--- src/rtl/tilt_pkg.sv ---
// Shared tilt/ball definitions: one-hot direction codes and decode FSM states.
package tilt_pkg;
  typedef logic [3:0] dir_t;

  localparam dir_t IDLE  = 4'b0000;
  localparam dir_t UP    = 4'b0001;
  localparam dir_t DOWN  = 4'b0010;
  localparam dir_t LEFT  = 4'b0100;
  localparam dir_t RIGHT = 4'b1000;

  typedef enum logic {
    ST_ACCUM  = 1'b0,
    ST_DECODE = 1'b1
  } tilt_state_e;
endpackage

--- src/rtl/tilt_move_gen_if.sv ---
// Sensor-to-decoder bus: signed accel samples in, movement/update out.
interface tilt_move_gen_if #(parameter int ACCEL_WIDTH = 12);
  import tilt_pkg::*;

  logic signed [ACCEL_WIDTH-1:0] accel_x;
  logic signed [ACCEL_WIDTH-1:0] accel_y;
  logic                          accel_valid;
  dir_t                          movement;
  logic                          update;

  modport master (output accel_x, accel_y, accel_valid, input movement, update);
  modport slave  (input accel_x, accel_y, accel_valid, output movement, update);
endinterface

--- src/rtl/tilt_move_gen_tick_gen.sv ---
// Update tick divider: one-cycle pulse every PERIOD clocks, registered output.
module tick_gen #(
  parameter int PERIOD = 5
) (
  input  logic clk,
  input  logic reset,
  output logic tick
);
  localparam int CW = (PERIOD > 1) ? $clog2(PERIOD) : 1;
  localparam logic [CW-1:0] LAST = CW'(PERIOD - 1);

  logic [CW-1:0] cnt_q, cnt_d;
  logic          tick_q, tick_d;

  always_comb begin
    cnt_d  = (cnt_q == LAST) ? '0 : cnt_q + CW'(1);
    tick_d = (cnt_q == LAST);
  end

  always_ff @(posedge clk or negedge reset) begin
    if (!reset) begin
      cnt_q  <= '0;
      tick_q <= 1'b0;
    end else begin
      cnt_q  <= cnt_d;
      tick_q <= tick_d;
    end
  end

  assign tick = tick_q;
endmodule

--- src/rtl/tilt_move_gen.sv ---
// Tilt decoder: averages 2^AVG_SHIFT-sample windows, decodes a one-hot direction and
// presents it in step with the update tick. TILT_HYSTERESIS_EN enables direction hold.
module tilt_move_gen
  import tilt_pkg::*;
#(
  parameter int CLK_FREQUENCY_HZ       = 100000000,
  parameter int UPDATE_FREQUENCY_HZ    = 30,
  parameter int SIMULATE               = 0,
  parameter int SIMULATE_FREQUENCY_CNT = 5,
  parameter int ACCEL_WIDTH            = 12,
  parameter int AVG_SHIFT              = 2,
  parameter int DEADZONE               = 64,
  parameter int STALE_TICKS            = 8
) (
  input logic            clk,
  input logic            reset,
  tilt_move_gen_if.slave bus
);
  localparam int N_SAMP     = 1 << AVG_SHIFT;
  localparam int ACC_W      = ACCEL_WIDTH + AVG_SHIFT;
  localparam int CNT_W      = AVG_SHIFT + 1;
  localparam int STALE_W    = $clog2(STALE_TICKS + 1);
  localparam int DIV_PERIOD = (SIMULATE != 0) ? SIMULATE_FREQUENCY_CNT
                                              : CLK_FREQUENCY_HZ / UPDATE_FREQUENCY_HZ;
  localparam logic [ACC_W:0]       MAG_MAX   = (ACC_W+1)'((1 << (ACCEL_WIDTH-1)) - 1);
  localparam logic [ACCEL_WIDTH:0] DZ        = (ACCEL_WIDTH+1)'(DEADZONE);
  localparam logic [CNT_W-1:0]     CNT_LAST  = CNT_W'(N_SAMP - 1);
  localparam logic [STALE_W-1:0]   STALE_MAX = STALE_W'(STALE_TICKS);
`ifdef TILT_HYSTERESIS_EN
  localparam logic [ACCEL_WIDTH:0] HALF      = (ACCEL_WIDTH+1)'(DEADZONE >> 1);
`endif

  tilt_state_e               state_q, state_d;
  logic [1:0][ACC_W-1:0]     acc_q, acc_d, samp;
  logic [CNT_W-1:0]          cnt_q, cnt_d;
  logic [STALE_W-1:0]        stale_q, stale_d;
  dir_t                      pending_q, pending_d, mov_q, mov_d, dec_dir;
  logic [ACCEL_WIDTH:0]      mag_x, mag_y;
  logic                      neg_x, neg_y, tick;

  tick_gen #(.PERIOD(DIV_PERIOD)) u_tick (.clk(clk), .reset(reset), .tick(tick));

  // |sum >>> AVG_SHIFT|, clamped so the most negative average still fits as a positive value.
  function automatic logic [ACCEL_WIDTH:0] mag_of(input logic [ACC_W-1:0] sum);
    logic signed [ACC_W:0] avg;
    logic        [ACC_W:0] abs_v;
    avg   = $signed({sum[ACC_W-1], sum}) >>> AVG_SHIFT;
    abs_v = avg[ACC_W] ? $unsigned(-avg) : $unsigned(avg);
    if (abs_v > MAG_MAX) abs_v = MAG_MAX;
    return (ACCEL_WIDTH+1)'(abs_v);
  endfunction

  assign samp = {ACC_W'(bus.accel_y), ACC_W'(bus.accel_x)};

  always_comb begin
    mag_x   = mag_of(acc_q[0]);
    mag_y   = mag_of(acc_q[1]);
    neg_x   = acc_q[0][ACC_W-1];
    neg_y   = acc_q[1][ACC_W-1];
    dec_dir = IDLE;
    if (mag_x > DZ || mag_y > DZ)
      dec_dir = (mag_x >= mag_y) ? (neg_x ? DOWN : UP) : (neg_y ? LEFT : RIGHT);
`ifdef TILT_HYSTERESIS_EN
    // Hold while the active axis stays past half the deadzone unless the other axis clearly takes over.
    case (pending_q)
      UP:      if (!neg_x && mag_x > HALF && !(mag_y > DZ && mag_y > mag_x)) dec_dir = UP;
      DOWN:    if ( neg_x && mag_x > HALF && !(mag_y > DZ && mag_y > mag_x)) dec_dir = DOWN;
      LEFT:    if ( neg_y && mag_y > HALF && !(mag_x > DZ && mag_x > mag_y)) dec_dir = LEFT;
      RIGHT:   if (!neg_y && mag_y > HALF && !(mag_x > DZ && mag_x > mag_y)) dec_dir = RIGHT;
      default: ;
    endcase
`endif
  end

  always_comb begin
    state_d   = state_q;
    acc_d     = acc_q;
    cnt_d     = cnt_q;
    pending_d = pending_q;
    stale_d   = stale_q;
    mov_d     = tick ? pending_q : mov_q;

    // A sample arriving with the expiring tick wins: counter clears, pending untouched.
    if (bus.accel_valid) begin
      stale_d = '0;
    end else if (tick && stale_q != STALE_MAX) begin
      stale_d = stale_q + STALE_W'(1);
      if (stale_d == STALE_MAX) pending_d = IDLE;
    end

    case (state_q)
      ST_ACCUM: begin
        if (bus.accel_valid) begin
          acc_d[0] = acc_q[0] + samp[0];
          acc_d[1] = acc_q[1] + samp[1];
          if (cnt_q == CNT_LAST) begin
            cnt_d   = '0;
            state_d = ST_DECODE;
          end else begin
            cnt_d = cnt_q + CNT_W'(1);
          end
        end
      end
      ST_DECODE: begin
        pending_d = dec_dir;
        state_d   = ST_ACCUM;
        acc_d     = bus.accel_valid ? samp : '0;
        cnt_d     = bus.accel_valid ? CNT_W'(1) : '0;
      end
      default: state_d = ST_ACCUM;
    endcase
  end

  always_ff @(posedge clk or negedge reset) begin
    if (!reset) begin
      state_q   <= ST_ACCUM;
      acc_q     <= '0;
      cnt_q     <= '0;
      stale_q   <= '0;
      pending_q <= IDLE;
      mov_q     <= IDLE;
    end else begin
      state_q   <= state_d;
      acc_q     <= acc_d;
      cnt_q     <= cnt_d;
      stale_q   <= stale_d;
      pending_q <= pending_d;
      mov_q     <= mov_d;
    end
  end

  assign bus.movement = mov_q;
  assign bus.update   = tick;
endmodule

--- src/flat_wrapper.sv ---
// flat-port wrapper written by rule: the top's interface ports become plain ports
module tilt_move_gen_flat import tilt_pkg::*;
#(
  parameter int CLK_FREQUENCY_HZ       = 100000000,
  parameter int UPDATE_FREQUENCY_HZ    = 30,
  parameter int SIMULATE               = 0,
  parameter int SIMULATE_FREQUENCY_CNT = 5,
  parameter int ACCEL_WIDTH            = 12,
  parameter int AVG_SHIFT              = 2,
  parameter int DEADZONE               = 64,
  parameter int STALE_TICKS            = 8
)
  (clk, reset, bus_accel_x, bus_accel_y, bus_accel_valid, bus_movement, bus_update);
  tilt_move_gen_if #(.ACCEL_WIDTH(ACCEL_WIDTH)) bus_i ();
  input logic clk;
  input logic reset;
  input wire logic [$bits(bus_i.accel_x)-1:0] bus_accel_x;
  input wire logic [$bits(bus_i.accel_y)-1:0] bus_accel_y;
  input wire logic [$bits(bus_i.accel_valid)-1:0] bus_accel_valid;
  output wire logic [$bits(bus_i.movement)-1:0] bus_movement;
  output wire logic [$bits(bus_i.update)-1:0] bus_update;
  assign bus_i.accel_x = bus_accel_x;
  assign bus_i.accel_y = bus_accel_y;
  assign bus_i.accel_valid = bus_accel_valid;
  assign bus_movement = bus_i.movement;
  assign bus_update = bus_i.update;
  tilt_move_gen #(.CLK_FREQUENCY_HZ(CLK_FREQUENCY_HZ), .UPDATE_FREQUENCY_HZ(UPDATE_FREQUENCY_HZ), .SIMULATE(SIMULATE), .SIMULATE_FREQUENCY_CNT(SIMULATE_FREQUENCY_CNT), .ACCEL_WIDTH(ACCEL_WIDTH), .AVG_SHIFT(AVG_SHIFT), .DEADZONE(DEADZONE), .STALE_TICKS(STALE_TICKS)) u_core (.clk(clk), .reset(reset), .bus(bus_i));
endmodule
--- config.mk ---
export PLATFORM = sky130hd
export DESIGN_NAME = tilt_move_gen_flat
export DESIGN_NICKNAME = d
export VERILOG_FILES = /design/src/rtl/tilt_pkg.sv /design/src/rtl/tilt_move_gen_if.sv /design/src/rtl/tilt_move_gen_tick_gen.sv /design/src/rtl/tilt_move_gen.sv /design/src/flat_wrapper.sv
export SDC_FILE = /design/constraint.sdc
export NUM_CORES = 1
export LEC_CHECK = 0
export BUFFER_PORTS_ARGS = -buffer_cell sky130_fd_sc_hd__buf_2
export CAP_MARGIN = 20
export CORE_ASPECT_RATIO = 1.75
export CORE_UTILIZATION = 50
export DETAILED_ROUTE_END_ITERATION = 8
export HOLD_SLACK_MARGIN = 0.06
export PLACE_DENSITY = 0.69
export REMOVE_ABC_BUFFERS = 1
export SLEW_MARGIN = 20
export SYNTH_ARGS = -nofsm -noshare
export SYNTH_HDL_FRONTEND = slang
export SYNTH_SLANG_ARGS = --single-unit
--- constraint.sdc ---
create_clock -name clk -period 8.2 [get_ports clk]
set_input_delay 0.82 -clock clk [delete_from_list [all_inputs] [get_ports clk]]
set_output_delay 0.82 -clock clk [all_outputs]
set_load 0.05 [all_outputs]
# ---- Word-level counts from Yosys, hierarchy flattened
# Cells that the tools add are included.
dict set report word_totals {
  ff_bits 67
  output_inout_bits 5
  word_cells 59
}
dict set report op_classes {
  add_sub_neg 7
  magnitude_cmp 5
  n_eq_ne 6
  mux 25
  bitwise_logic 1
  n_reduce_logical 6
}
# operator n
set op_table {}
lappend op_table {{$mux 28} 2}
lappend op_table {{$pmux 28 s2} 1}
lappend op_table {{$mux 4} 9}
lappend op_table {{$gt 15x11->1 const B} 2}
lappend op_table {{$mux 15} 2}
lappend op_table {{$neg 12->15} 2}
lappend op_table {{$add 14x14->14} 2}
lappend op_table {{$gt 13x7->1 const B} 2}
lappend op_table {{$mux 13} 2}
lappend op_table {{$add 22x1->22 const B} 1}
lappend op_table {{$eq 22x22->1 const B} 1}
lappend op_table {{$mux 22} 1}
lappend op_table {{$ge 13x13->1} 1}
lappend op_table {{$mux 3} 2}
lappend op_table {{$pmux 3 s2} 1}
lappend op_table {{$reduce_bool 2->1} 3}
lappend op_table {{$add 4x1->4 const B} 1}
lappend op_table {{$eq 4x4->1 const B} 1}
lappend op_table {{$ne 4x4->1 const B} 1}
lappend op_table {{$add 3x1->3 const B} 1}
lappend op_table {{$eq 3x2->1 const B} 1}
lappend op_table {{$mux 1} 3}
lappend op_table {{$reduce_and 3->1} 1}
lappend op_table {{$mux 2} 1}
lappend op_table {{other kinds (6)} 6}

# ---- Depth between registers and ports, before layout
# Gate-level depths: netlist of the first run.
dict set report depth {
  ltp_word 8
  mapped_depth 15
  depth_no_buf 14
}

# ---- By module
# A second synthesis of the first run with hierarchy kept.
dict set report unflattened {
  hier_cells 637
  hier_area_um2 5405.2
}
# mod n_inst cells_per_inst area_per_inst_um2 seq_area_each_um2
set modules_own_cells {}
lappend modules_own_cells {tilt_move_gen 1 523 4256.6 1101.1}
lappend modules_own_cells {tick_gen 1 114 1148.6 575.6}

# ---- Worst setup path before layout of the first run
# Ideal clock, no wire load.
dict set report synth_path {
  path_type {register -> register}
  from {reg u_core.acc_q[5] (netlist bit)}
  to {reg u_core.pending_q[0]}
  setup_ps 122
  t_arrival_ps 3477
  required_ps 8078
  path_slack_ps 4602
  stages_incl_launch_ff 16
  period_less_slack_ps 3598
  path_cell_list {dfrtp_1 > buf_6 > or4_4 > or3_1 > buf_2 > and2b_1 > a21oi_1 > ha_1 > nand2b_1 > a21o_1 > a21o_1 > a211oi_1 > a211oi_1 > nor4_1 > a211oi_1 > a32o_1}
}
dict set report synth_via {
  elab_chain_cells 8
}
# element line
set synth_rtl {}
lappend synth_rtl {{from (decl)} tilt_move_gen.sv:34} ;# logic [1:0][ACC_W-1:0] acc_q, acc_d, samp;
lappend synth_rtl {{from (signal assigned)} tilt_move_gen.sv:117} ;# acc_q <= '0;
lappend synth_rtl {{from (signal assigned)} tilt_move_gen.sv:124} ;# acc_q <= acc_d;
lappend synth_rtl {{$neg 12->15} tilt_move_gen.sv:48} ;# abs_v = avg[ACC_W] ? $unsigned(-avg) : $unsigned(avg);
lappend synth_rtl {{$mux 15 *} tilt_move_gen.sv:48}
lappend synth_rtl {{$gt 15x11->1} tilt_move_gen.sv:49} ;# if (abs_v > MAG_MAX) abs_v = MAG_MAX;
lappend synth_rtl {{$mux 13 *} tilt_move_gen.sv:49}
lappend synth_rtl {{$ge 13x13->1 or $gt 13x7->1 (tied branches)} {tilt_move_gen.sv:62, tilt_move_gen.sv:61}}
lappend synth_rtl {{$mux 4 or $logic_or 1x1->1 (tied branches)} {tilt_move_gen.sv:62, tilt_move_gen.sv:61}}
lappend synth_rtl {{$mux 4 *} tilt_move_gen.sv:61} ;# if (mag_x > DZ || mag_y > DZ)
lappend synth_rtl {{$mux 4 *} tilt_move_gen.sv:91} ;# case (state_q)
lappend synth_rtl {{to (signal assigned)} tilt_move_gen.sv:127} ;# pending_q <= pending_d;
lappend synth_rtl {{to (decl)} tilt_move_gen.sv:37} ;# dir_t pending_q, pending_d, mov_q, mov_d, dec_dir;
# Every way passes the cells marked *; elsewhere a longest branch is shown, timed or not.
# A chain may end at the register's enable or synchronous reset.

# ---- Worst setup path in the final report of the first run
dict set report layout_path {
  from {reg u_core.acc_q[5] (netlist bit)}
  to {reg u_core.pending_q[1]}
}
# The elaborated chain is that of the path after synthesis.

==> run summary, run 1 <==
• **initial antenna violation count** 0
• **distinct cell type count of the synthesized netlist** 58
• **wire length per cell** 16.0 um
• **netlist area before placement** 5260 um^2
• **maximum resistive drop on vdd** 0.205 mV
• **startpoint types** register
• **number of hold buffers added after CTS** 0
• **Root Driver** sky130_fd_sc_hd__clkbuf_16
• **pwr/cell area** 370 nW/um^2
• **buffers inserted during post-CTS setup optimization** 0
• **Worst-Margin Slew** 843 ps
• **top fanout value on the critical path** 10
• **maximum single-stage delay on the critical path** 550 ps
• **CP Capture Type** register
• **relative max-transition margin** 43.8%
• **DRT Pass-1 Iters** 5
• **setup slack after layout** 4270 ps
• **slowest stage cell, crit path** sky130_fd_sc_hd__or4_4
• **sinks on the clock net** 67
• **Worst path top cell family by delay** simple AND/OR/NAND/NOR gates
• **Final TNS setup** 0 ps
• **crit path buf inv count** 0
• **CP Data Arrival Time** 4150 ps
• **Max H-tree Level** 3
• **via/cell ratio** 6.09
• **DIE AREA** 11000 um^2
• **reported leakage power** 2.68 nW
• **synthesized area divided by synthesized cell count** 8.54 um^2
• **Post-Synthesis Cells** 616
• **total global routing overflow** 0
• **Antenna Nets Post-Route** 0
• **IO Count** 32
• **classification of the worst-slack hold path** reg -> reg
• **n_diodes** 0
• **die width** 79.5 um
• **latest clock arrival within the worst-skew pair** 340 ps
• **worst setup timing slack at the placement stage** 4330 ps
• **final HPWL from detailed placement** 9.00 mm
• **Setup Crit Path Kind** reg -> reg
• **CTS Buffer Depth** 2
• **total global routing track utilization** 24.8%
• **register bit total from synthesis** 67
• **number of buffers inserted during clock tree synthesis** 9
• **count of flip-flops with a built-in enable after synthesis** 0
• **top library cells by usage in the layout, fill and taps aside** sky130_fd_sc_hd__dfrtp_1 (67), sky130_fd_sc_hd__nand2_1 (62), sky130_fd_sc_hd__nor2_1 (49)
• **total wire length after detailed routing** 12.4 mm
• **first-pass GRT wire length** 21.2 mm
• **Hold Violations, Final** 0
• **core occupancy in the finished layout** 57.0%
• **most common flop cell mapped by yosys** sky130_fd_sc_hd__dfrtp_1
• **cell chain of the critical path** or4_4, or3_1, and2b_1, a21oi_1, ha_1, nand2b_1, a21o_1, a21o_1, a211oi_1, a2111oi_0, nor4_1, a211oi_1, a32o_1
• **critical path data required time** 8430 ps
• **result of the run** finished clean
• **Synthesis Warnings** 0
• **net total in the final layout** 715
• **final clock skew** 8.35 ps
• **max cap viols** 0
• **share of cells above drive strength 1** 10.7%
• **total number of vias** 4711
• **clock-pin slew reported for the worst setup and hold paths after clock tree synthesis** 60 ps
• **Post-CTS Resized** 0
• **commonest non-fill, non-tap cell in the layout** sky130_fd_sc_hd__dfrtp_1
• **vertical die dimension** 138 um
• **upper clock frequency limit** 255 MHz
• **standard cell core area** 10200 um^2
• **max-slew violations** 0
• **drt initial violations** 207
• **maximum number of pins on one net before global-route repair** 68
• **CTS tree** done
• **Final Instance Area** 5840 um^2
• **via count of the first global-routing pass** 4626
• **port bufs** 31
• **number of design rule violations left after detail routing** 0
• **Starting Density** 51.4%
• **Synth async-reset ratio** 100%
• **placed cell area** 5520 um^2
• **Layout area overhead** 11.0%
• **sequential area share after synthesis** 31.9%
• **final setup fails** 0
• **Fill cells** 938
• **Worst Hold Slack** 464 ps
• **Final period util** 47.9%
• **Period minus WS final** 3930 ps
• **row count** 49
• **gpl congestion** 0.852
• **setup repair after global routing missed its margin** no
## registers in the layout (all words and copies together), names as in the netlist
signal	count
u_core.acc_q	28
u_core.bus.movement	4
u_core.cnt_q	3
u_core.pending_q	4
u_core.stale_q	4
u_core.state_q	1
u_core.u_tick.cnt_q	22
u_core.u_tick.tick	1
## worst register-to-register path, stage by stage (launching register included)
cell	delay (ps)
sky130_fd_sc_hd__dfrtp_1	480
sky130_fd_sc_hd__or4_4	550
sky130_fd_sc_hd__or3_1	430
sky130_fd_sc_hd__and2b_1	280
sky130_fd_sc_hd__a21oi_1	80
sky130_fd_sc_hd__ha_1	320
sky130_fd_sc_hd__nand2b_1	140
sky130_fd_sc_hd__a21o_1	170
sky130_fd_sc_hd__a21o_1	170
sky130_fd_sc_hd__a211oi_1	260
sky130_fd_sc_hd__a2111oi_0	160
sky130_fd_sc_hd__nor4_1	380
sky130_fd_sc_hd__a211oi_1	120
sky130_fd_sc_hd__a32o_1	270
## synth_stat cells (all sizes together), types with 4 or more instances
master	n	area share, %
dfrtp	67	32
nand2	62	4.4
nor2	50	3.6
ha	44	10
o21ai	44	4.2
a21oi	39	3.7
xnor2	25	4.2
inv	24	1.7
a22o	22	3.7
xor2	22	3.7
nor3	20	2.0
clkbuf	17	1.2
nand3	17	1.6
and3	15	1.8
o31ai	10	1.4
a21o	9	1.3
nand4	9	1.1
or3	9	1.1
a211oi	8	1.1
a31oi	7	0.83
mux2	7	1.5
nor2b	6	0.71
nor4	6	0.71
o211ai	6	0.86
or2	6	0.71
a32o	5	0.95
buf	5	0.52
mux2i	5	0.95
a211o	4	0.67
nand2b	4	0.48
o22a	4	0.67
or4	4	0.71
## layer usage
metal	up-vias	GRT usage, %	routed length (um)
met4	0	10.0	311
li1	2319	-	-
met2	88	46.9	6850
met5	-	0	0
met3	21	4.50	384
met1	2283	26.4	4850
## metrics by stage
| stage | power, mW | cells |
|---|---|---|
| floorplan | 1.47 | 596 |
| global placement | 1.70 | 758 |
| detailed placement | 1.75 | 758 |
| CTS | 2.16 | 774 |
| global route | 2.36 | 774 |
| finish | 2.16 | 774 |
## worst paths after layout
path / from / end / slack (ps) / cells after the start
min: u_core.cnt_q[2] / u_core.state_q / 460 / 1
min in group asynchronous: reset / u_core.u_tick.cnt_q[1] / 670 / 2
max in group asynchronous: reset / u_core.stale_q[0] / 6980 / 2
max reg2reg: u_core.acc_q[5] / u_core.pending_q[1] / 4270 / 13
min reg2reg: u_core.cnt_q[2] / u_core.state_q / 460 / 1
max: u_core.acc_q[5] / u_core.pending_q[1] / 4270 / 13
## cell families (layout without fill, tap and decap cells)
logic type               Yosys count  in the layout  share of synthesized area, %
buffers and inverters             47             76                          3.52
AO/OA/AOI/OAI                    174            174                          22.1
adder cells (fa/ha/maj)           46             46                          11.2
other                              2              4                         0.143
AND/OR/NAND/NOR                  221            221                          20.9
XOR/XNOR                          47             47                          7.83
flip-flops                        67             67                          31.9
multiplexers                      12             12                          2.45
## layout make-up
| class | count | area (um^2) | share of cell area [%] |
|---|---|---|---|
| Multi-Input combinational cell | 504 | 3410 | 58.4 |
| Sequential cell | 67 | 1680 | 28.7 |
| Clock buffer | 11 | 253 | 4.33 |
| Timing Repair Buffer | 35 | 185 | 3.17 |
| Tap cell | 127 | 159 | 2.72 |
| Inverter | 25 | 93.8 | 1.61 |
| Clock inverter | 5 | 61.3 | 1.05 |
## power by group
part	switching (mW)	internal, mW
combinational	0.625	0.554
sequential	0.161	0.414
clock	0.152	0.252
total	0.938	1.22
(Power assumes the default switching activity.)
==> run 2: changes to the inputs <==
PLACE_DENSITY = 0.71   (was 0.69)
clock period = 3.6 ns   (was 8.2 ns; I/O delays follow)
==> run 2 against run 1 <==
  * Sequential power rose by 93%
  * Sequential share of layout area fell by 1.6 points
  * Maximum frequency rose by 12%
  * Flip-flop and latch count did not move
  * Clock skew fell by 3.2 ps
  * Cell count rose by 4.3%
  * Critical path type unchanged
  * Largest power group unchanged
==> run summary, run 2 (synthesized netlist as in run 1, its figures left out) <==
• **total global routing overflow** 0, unchanged
• **top library cells by usage in the layout, fill and taps aside** sky130_fd_sc_hd__dfrtp_1 (67), sky130_fd_sc_hd__nand2_1 (62), sky130_fd_sc_hd__nor2_1 (48), was sky130_fd_sc_hd__dfrtp_1 (67), sky130_fd_sc_hd__nand2_1 (62), sky130_fd_sc_hd__nor2_1 (49)
• **number of buffers inserted during clock tree synthesis** 9, unchanged
• **net total in the final layout** 748, was 715
• **final setup fails** 0, unchanged
• **gpl congestion** 0.889, was 0.852
• **clock-pin slew reported for the worst setup and hold paths after clock tree synthesis** 60 ps, about the same
• **latest clock arrival within the worst-skew pair** 330 ps, was 340 ps
• **Hold Violations, Final** 0, unchanged
• **CP Capture Type** register, unchanged
• **upper clock frequency limit** 284 MHz, was 255 MHz
• **startpoint of the worst-slack reg-to-reg timing path** u_core.acc_q[3], was u_core.acc_q[5]
• **final clock skew** 5.17 ps, was 8.35 ps
• **total global routing track utilization** 25.3%, was 24.8%
• **drt initial violations** 232, was 207
• **number of hold buffers added after CTS** 0, unchanged
• **result of the run** finished clean, unchanged
• **terminus of the critical flop-to-flop path** u_core.pending_q[3], was u_core.pending_q[1]
• **pwr/cell area** 884 nW/um^2, was 370 nW/um^2
• **Max H-tree Level** 3, unchanged
• **Starting Density** 51.4%, unchanged
• **classification of the worst-slack hold path** in -> async, was reg -> reg
• **CTS tree** done, unchanged
• **share of cells above drive strength 1** 17.5%, was 10.7%
• **standard cell core area** 10200 um^2, unchanged
• **initial antenna violation count** 0, unchanged
• **biggest registers after layout** u_core.acc_q (28), u_core.u_tick.cnt_q (22), unchanged
• **CTS Buffer Depth** 2, unchanged
• **Setup Crit Path Kind** reg -> reg, unchanged
• **relative max-transition margin** 38.2%, was 43.8%
• **Fill cells** 896, was 938
• **commonest non-fill, non-tap cell in the layout** sky130_fd_sc_hd__dfrtp_1, unchanged
• **DRT Pass-1 Iters** 4, was 5
• **first-pass GRT wire length** 21.7 mm, was 21.2 mm
• **number of cells on the worst reg-to-reg path** 14, was 13
• **Period minus WS final** 3520 ps, was 3930 ps
• **vertical die dimension** 138 um, unchanged
• **largest register by flop count** u_core.acc_q, unchanged
• **wire length per cell** 16.2 um, was 16.0 um
• **total number of vias** 4946, was 4711
• **reported leakage power** 2.86 nW, was 2.68 nW
• **via count of the first global-routing pass** 4927, was 4626
• **CP Data Arrival Time** 3740 ps, was 4150 ps
• **IO Count** 32, unchanged
• **max FFs per register** 28, unchanged
• **worst setup timing slack at the placement stage** -21.2 ps, was 4330 ps
• **Worst Hold Slack** 211 ps, was 464 ps
• **Layout area overhead** 17.7%, was 11.0%
• **setup slack after layout** 79.7 ps, was 4270 ps
• **via/cell ratio** 6.13, was 6.09
• **Antenna Nets Post-Route** 0, unchanged
• **placed cells** 789, was 758
• **die width** 79.5 um, unchanged
• **startpoint types** register, unchanged
• **maximum resistive drop on vdd** 0.475 mV, was 0.205 mV
• **core occupancy in the finished layout** 60.5%, was 57.0%
• **total wire length after detailed routing** 13.0 mm, was 12.4 mm
• **Root Driver** sky130_fd_sc_hd__clkbuf_16, unchanged
• **placed cell area** 5760 um^2, was 5520 um^2
• **number of design rule violations left after detail routing** 0, unchanged
• **DIE AREA** 11000 um^2, unchanged
• **sinks on the clock net** 67, unchanged
• **Final Instance Area** 6190 um^2, was 5840 um^2
• **n_diodes** 0, unchanged
• **setup slack on the worst flop-to-flop path** 80 ps, was 4270 ps
• **final HPWL from detailed placement** 9.63 mm, was 9.00 mm
• **max cap viols** 0, unchanged
• **top fanout value on the critical path** 5, was 10
• **port bufs** 31, unchanged
• **row count** 49, unchanged
• **max-slew violations** 0, unchanged
• **Final period util** 97.8%, was 47.9%
• **critical path data required time** 3820 ps, was 8430 ps
• **final std cells w/o fill** 807, was 774
• **Worst-Margin Slew** 920 ps, was 843 ps
• **maximum number of pins on one net before global-route repair** 68, unchanged
run 2: cell types whose count changed in the layout (fill, tap and decap cells not counted), sizes merged:
cell	delta
buf	+33
run 2: layout make-up:
cell class | instances | area (um^2) | share of cell area (%)
multi-input cells | 504 | 3510 | 56.7
flip-flops and latches | 67 | 1680 | 27.1
repair buffers | 68 | 437 | 7.05
clock buffers | 11 | 253 | 4.08
well taps | 127 | 159 | 2.57
inverters | 25 | 93.8 | 1.52
clock inverters | 5 | 61.3 | 0.990
run 2: worst max-delay path by stage:
| stage | cells after the start | start | endpoint | slack, ps |
|---|---|---|---|---|
| after floorplan | 13 | u_core.acc_q[3] | u_core.pending_q[0] | 20 |
| after global placement | 13 | u_core.acc_q[3] | u_core.pending_q[0] | 60 |
| after detailed placement | 14 | u_core.acc_q[3] | u_core.pending_q[1] | -20 |
| after CTS | 15 | u_core.acc_q[16] | u_core.pending_q[3] | 20 |
| after global routing | 14 | u_core.acc_q[2] | u_core.pending_q[1] | -20 |
| final | 14 | u_core.acc_q[3] | u_core.pending_q[3] | 80 |
run 2: power by group:
part	total [mW]	internal, mW	switching, mW
Sequential	1.11	0.944	0.163
Combinational	3.44	1.57	1.87
Clock	0.921	0.575	0.346
run 2: through the flow:
step	TNS, ps	total power, mW
after detailed placement	-36.9	4.24
final	0	5.47
after CTS	0	5.20
after global routing	-30.6	5.92
after floorplan	0	3.35
after global placement	0	4.10
run 2: worst max-delay path, stage by stage (launching register included):
cell and delay [ps]:
sky130_fd_sc_hd__dfrtp_1 380, sky130_fd_sc_hd__or4_4 530, sky130_fd_sc_hd__or3_4 340, sky130_fd_sc_hd__buf_6 140
sky130_fd_sc_hd__nor2_2 110, sky130_fd_sc_hd__a21oi_1 70, sky130_fd_sc_hd__o22a_1 240, sky130_fd_sc_hd__ha_4 290
sky130_fd_sc_hd__o21ai_1 100, sky130_fd_sc_hd__a31oi_1 180, sky130_fd_sc_hd__o21ai_1 130, sky130_fd_sc_hd__a211oi_2 300
sky130_fd_sc_hd__nor4_4 90, sky130_fd_sc_hd__a211o_1 260, sky130_fd_sc_hd__a32o_1 250
run 2: layer usage:
layer / vias up / track usage (%) / wire length (um)
met4: 0 / 15.2 / 618
li1: 2389 / - / -
met3: 47 / 4.11 / 287
met1: 2413 / 25.2 / 4990
met2: 97 / 47.8 / 7140
met5: - / 0 / 0
run 2: repair_timing:
action	4_1_cts	5_1_grt
setup endpoints to repair	2	4
pin swaps	0	10
resized for setup	1	22
buffers inserted	0	2
==> run 3: changes to the inputs <==
==> constraint.sdc (replaced) <==
create_clock -name clk -period 3.6 [get_ports clk]
set_input_delay 0.72 -clock clk [delete_from_list [all_inputs] [get_ports clk]]
set_output_delay 0.72 -clock clk [all_outputs]
set_load 0.05 [all_outputs]
==> run 3 against run 2 <==
  * Maximum frequency rose by 0.20%
  * Non-clock buffer count fell by 1
  * Count of clock-buffer cells in the layout fell by 1
  * Flip-flop and latch count did not move
  * Critical endpoint is now u_core.pending_q[1]
  * Die area did not move
  * Power fell by 3.2%
  * Via count fell by 1.6%
  * Critical path depth fell by 1
==> run summary, run 3 (synthesized netlist as in run 1, its figures left out) <==
• **result of the run** finished clean, unchanged
• **total number of vias** 4865, was 4946
• **final std cells w/o fill** 806, was 807
• **CP Capture Type** register, unchanged
• **max FFs per register** 28, unchanged
• **Max H-tree Level** 3, unchanged
• **Final Instance Area** 6140 um^2, was 6190 um^2
• **first-pass GRT wire length** 21.7 mm, about the same
• **Layout area overhead** 16.7%, was 17.7%
• **cell chain of the critical path** or4_4, or3_4, and2b_2, a21oi_2, ha_1, nand2b_4, a21o_1, a21o_1, a211oi_2, a211oi_2, nor4_2, a211oi_2, a32o_1, was or4_4, or3_4, buf_6, nor2_2, a21oi_1, o22a_1, ha_4, o21ai_1, a31oi_1, o21ai_1, a211oi_2, nor4_4, a211o_1, a32o_1
• **most repeated library cell on the critical path** sky130_fd_sc_hd__a211oi_2, was sky130_fd_sc_hd__o21ai_1
• **total wire length after detailed routing** 13.0 mm, about the same
• **Setup Crit Path Kind** reg -> reg, unchanged
• **Global Route met1 Usage** 25.6%, was 25.2%
• **Period minus WS final** 3510 ps, was 3520 ps
• **standard cell core area** 10200 um^2, unchanged
• **final clock skew** 6.48 ps, was 5.17 ps
• **setup repair after global routing missed its margin** yes
• **Starting Density** 51.4%, unchanged
• **maximum number of pins on one net before global-route repair** 51, was 68
• **worst setup timing slack at the placement stage** -26.8 ps, was -21.2 ps
• **met2 GRT Util** 48.1%, was 47.8%
• **biggest registers after layout** u_core.acc_q (28), u_core.u_tick.cnt_q (22), unchanged
• **row count** 49, unchanged
• **drt initial violations** 185, was 232
• **upper clock frequency limit** 285 MHz, was 284 MHz
• **number of buffers inserted during clock tree synthesis** 9, unchanged
• **initial antenna violation count** 0, unchanged
• **Hold Violations, Final** 0, unchanged
• **placed cells** 790, was 789
• **die width** 79.5 um, unchanged
• **placed cell area** 5760 um^2, about the same
• **startpoint types** register, unchanged
• **gpl congestion** 0.900, was 0.889
• **Root Driver** sky130_fd_sc_hd__clkbuf_16, unchanged
• **pwr/cell area** 862 nW/um^2, was 884 nW/um^2
• **CTS Buffer Depth** 2, unchanged
• **Worst-Margin Slew** 606 ps, was 920 ps
• **vertical die dimension** 138 um, unchanged
• **Fill cells** 898, was 896
• **final setup fails** 0, unchanged
• **CTS tree** done, unchanged
• **IO Count** 32, unchanged
• **total global routing overflow** 0, unchanged
• **via/cell ratio** 6.04, was 6.13
• **logic depth of the worst path, buffers included** 13, was 14
• **wire length per cell** 16.1 um, was 16.2 um
• **top library cells by usage in the layout, fill and taps aside** sky130_fd_sc_hd__dfrtp_1 (67), sky130_fd_sc_hd__nand2_1 (62), sky130_fd_sc_hd__nor2_1 (48), unchanged
• **total global routing track utilization** 25.7%, was 25.3%
• **setup slack on the worst flop-to-flop path** 90 ps, was 80 ps
• **commonest non-fill, non-tap cell in the layout** sky130_fd_sc_hd__dfrtp_1, unchanged
• **terminus of the critical flop-to-flop path** u_core.pending_q[1], was u_core.pending_q[3]
• **DRT Pass-1 Iters** 5, was 4
• **Antenna Nets Post-Route** 0, unchanged
• **startpoint of the worst-slack reg-to-reg timing path** u_core.acc_q[3], unchanged
• **slowest stage cell, crit path** sky130_fd_sc_hd__or4_4, unchanged
• **net total in the final layout** 747, was 748
• **setup slack after layout** 86.7 ps, was 79.7 ps
• **port bufs** 31, unchanged
• **top fanout value on the critical path** 3, was 5
• **Sequential Area** 1680 um^2, unchanged
• **Worst path top cell family by delay** simple AND/OR/NAND/NOR gates, was compound AO/OA/AOI/OAI gates
• **clock-pin slew reported for the worst setup and hold paths after clock tree synthesis** 60 ps, about the same
• **max cap viols** 0, unchanged
• **via count of the first global-routing pass** 4874, was 4927
• **number of cells on the worst reg-to-reg path** 13, was 14
• **number of hold buffers added after CTS** 0, unchanged
• **crit path buf inv count** 0, was 1
• **maximum resistive drop on vdd** 0.409 mV, was 0.475 mV
• **DIE AREA** 11000 um^2, unchanged
• **area taken by multi-input logic gates** 3480 um^2, was 3510 um^2
• **final HPWL from detailed placement** 9.61 mm, was 9.63 mm
• **latest clock arrival within the worst-skew pair** 350 ps, was 330 ps
• **Final period util** 97.6%, was 97.8%
• **M3 GR Usage** 4.57%, was 4.11%
• **maximum single-stage delay on the critical path** 540 ps, was 530 ps
• **max-slew violations** 0, unchanged
• **critical path data required time** 3830 ps, was 3820 ps
• **classification of the worst-slack hold path** in -> async, unchanged
• **n_diodes** 0, unchanged
• **relative max-transition margin** 59.2%, was 38.2%
• **largest register by flop count** u_core.acc_q, unchanged
• **CP Data Arrival Time** 3740 ps, about the same
• **number of design rule violations left after detail routing** 0, unchanged
• **sinks on the clock net** 67, unchanged
• **buffers inserted during post-CTS setup optimization** 0, unchanged
• **grt peak-use layer** met2, unchanged
• **share of cells above drive strength 1** 17.1%, was 17.5%
• **Final TNS setup** 0 ps, unchanged
• **reported leakage power** 2.85 nW, was 2.86 nW
[run 3: cell count changes in the layout (fill, tap and decap cells not counted), sizes merged]
cell	previous run	this run
buf	68	67
clkbuf	11	10
clkinv	2	3
clkinvlp	3	2
inv	24	25
[run 3: cell type report]
class                           count  area share, %
Multi-Input combinational cell    504           56.7
Sequential cell                    67           27.3
Timing Repair Buffer               67           6.93
Clock buffer                       10           3.89
Tap cell                          127           2.59
Inverter                           25           1.53
Clock inverter                      6           1.04
[run 3: metrics by stage]
step | hold WS [ps] | utilization, % | total power [mW]
floorplan | 410 | - | 3.35
global placement | 438 | 56.3 | 4.10
detailed placement | 452 | 56.3 | 4.22
CTS | 392 | 59.3 | 5.19
global route | 422 | 60.0 | 5.77
finish | 381 | 60.0 | 5.30
[run 3: repair_timing]
action	in CTS	in global routing
pin swaps	1	7
gates resized for setup	2	16
setup endpoints to repair	3	4
[run 3: routing by layer]
| metal | vias up | share of wire [%] |
|---|---|---|
| met1 | 2354 | 38 |
| met2 | 95 | 54 |
| met4 | 0 | 4.4 |
| met5 | - | 0 |
| li1 | 2379 | - |
| met3 | 37 | 2.8 |
[run 3: how the worst max path moves through the flow]
stage / endpoint / start
detailed placement: u_core.pending_q[1] / u_core.acc_q[3]
global placement: u_core.pending_q[1] / u_core.acc_q[3]
floorplan: u_core.pending_q[0] / u_core.acc_q[3]
finish: u_core.pending_q[1] / u_core.acc_q[3]
CTS: u_core.pending_q[1] / u_core.acc_q[3]
global route: u_core.pending_q[0] / u_core.acc_q[3]
[run 3: power by group]
part / internal (mW) / switching, mW
Clock: 0.555 / 0.357
Sequential: 0.944 / 0.164
Combinational: 1.50 / 1.77
[run 3: worst register-to-register path, cell delays in order (launching register included)]
cell and delay, ps:
sky130_fd_sc_hd__dfrtp_1 380, sky130_fd_sc_hd__or4_4 540, sky130_fd_sc_hd__or3_4 340, sky130_fd_sc_hd__and2b_2 250
sky130_fd_sc_hd__a21oi_2 60, sky130_fd_sc_hd__ha_1 270, sky130_fd_sc_hd__nand2b_4 140, sky130_fd_sc_hd__a21o_1 170
sky130_fd_sc_hd__a21o_1 180, sky130_fd_sc_hd__a211oi_2 290, sky130_fd_sc_hd__a211oi_2 120, sky130_fd_sc_hd__nor4_2 360
sky130_fd_sc_hd__a211oi_2 70, sky130_fd_sc_hd__a32o_1 230
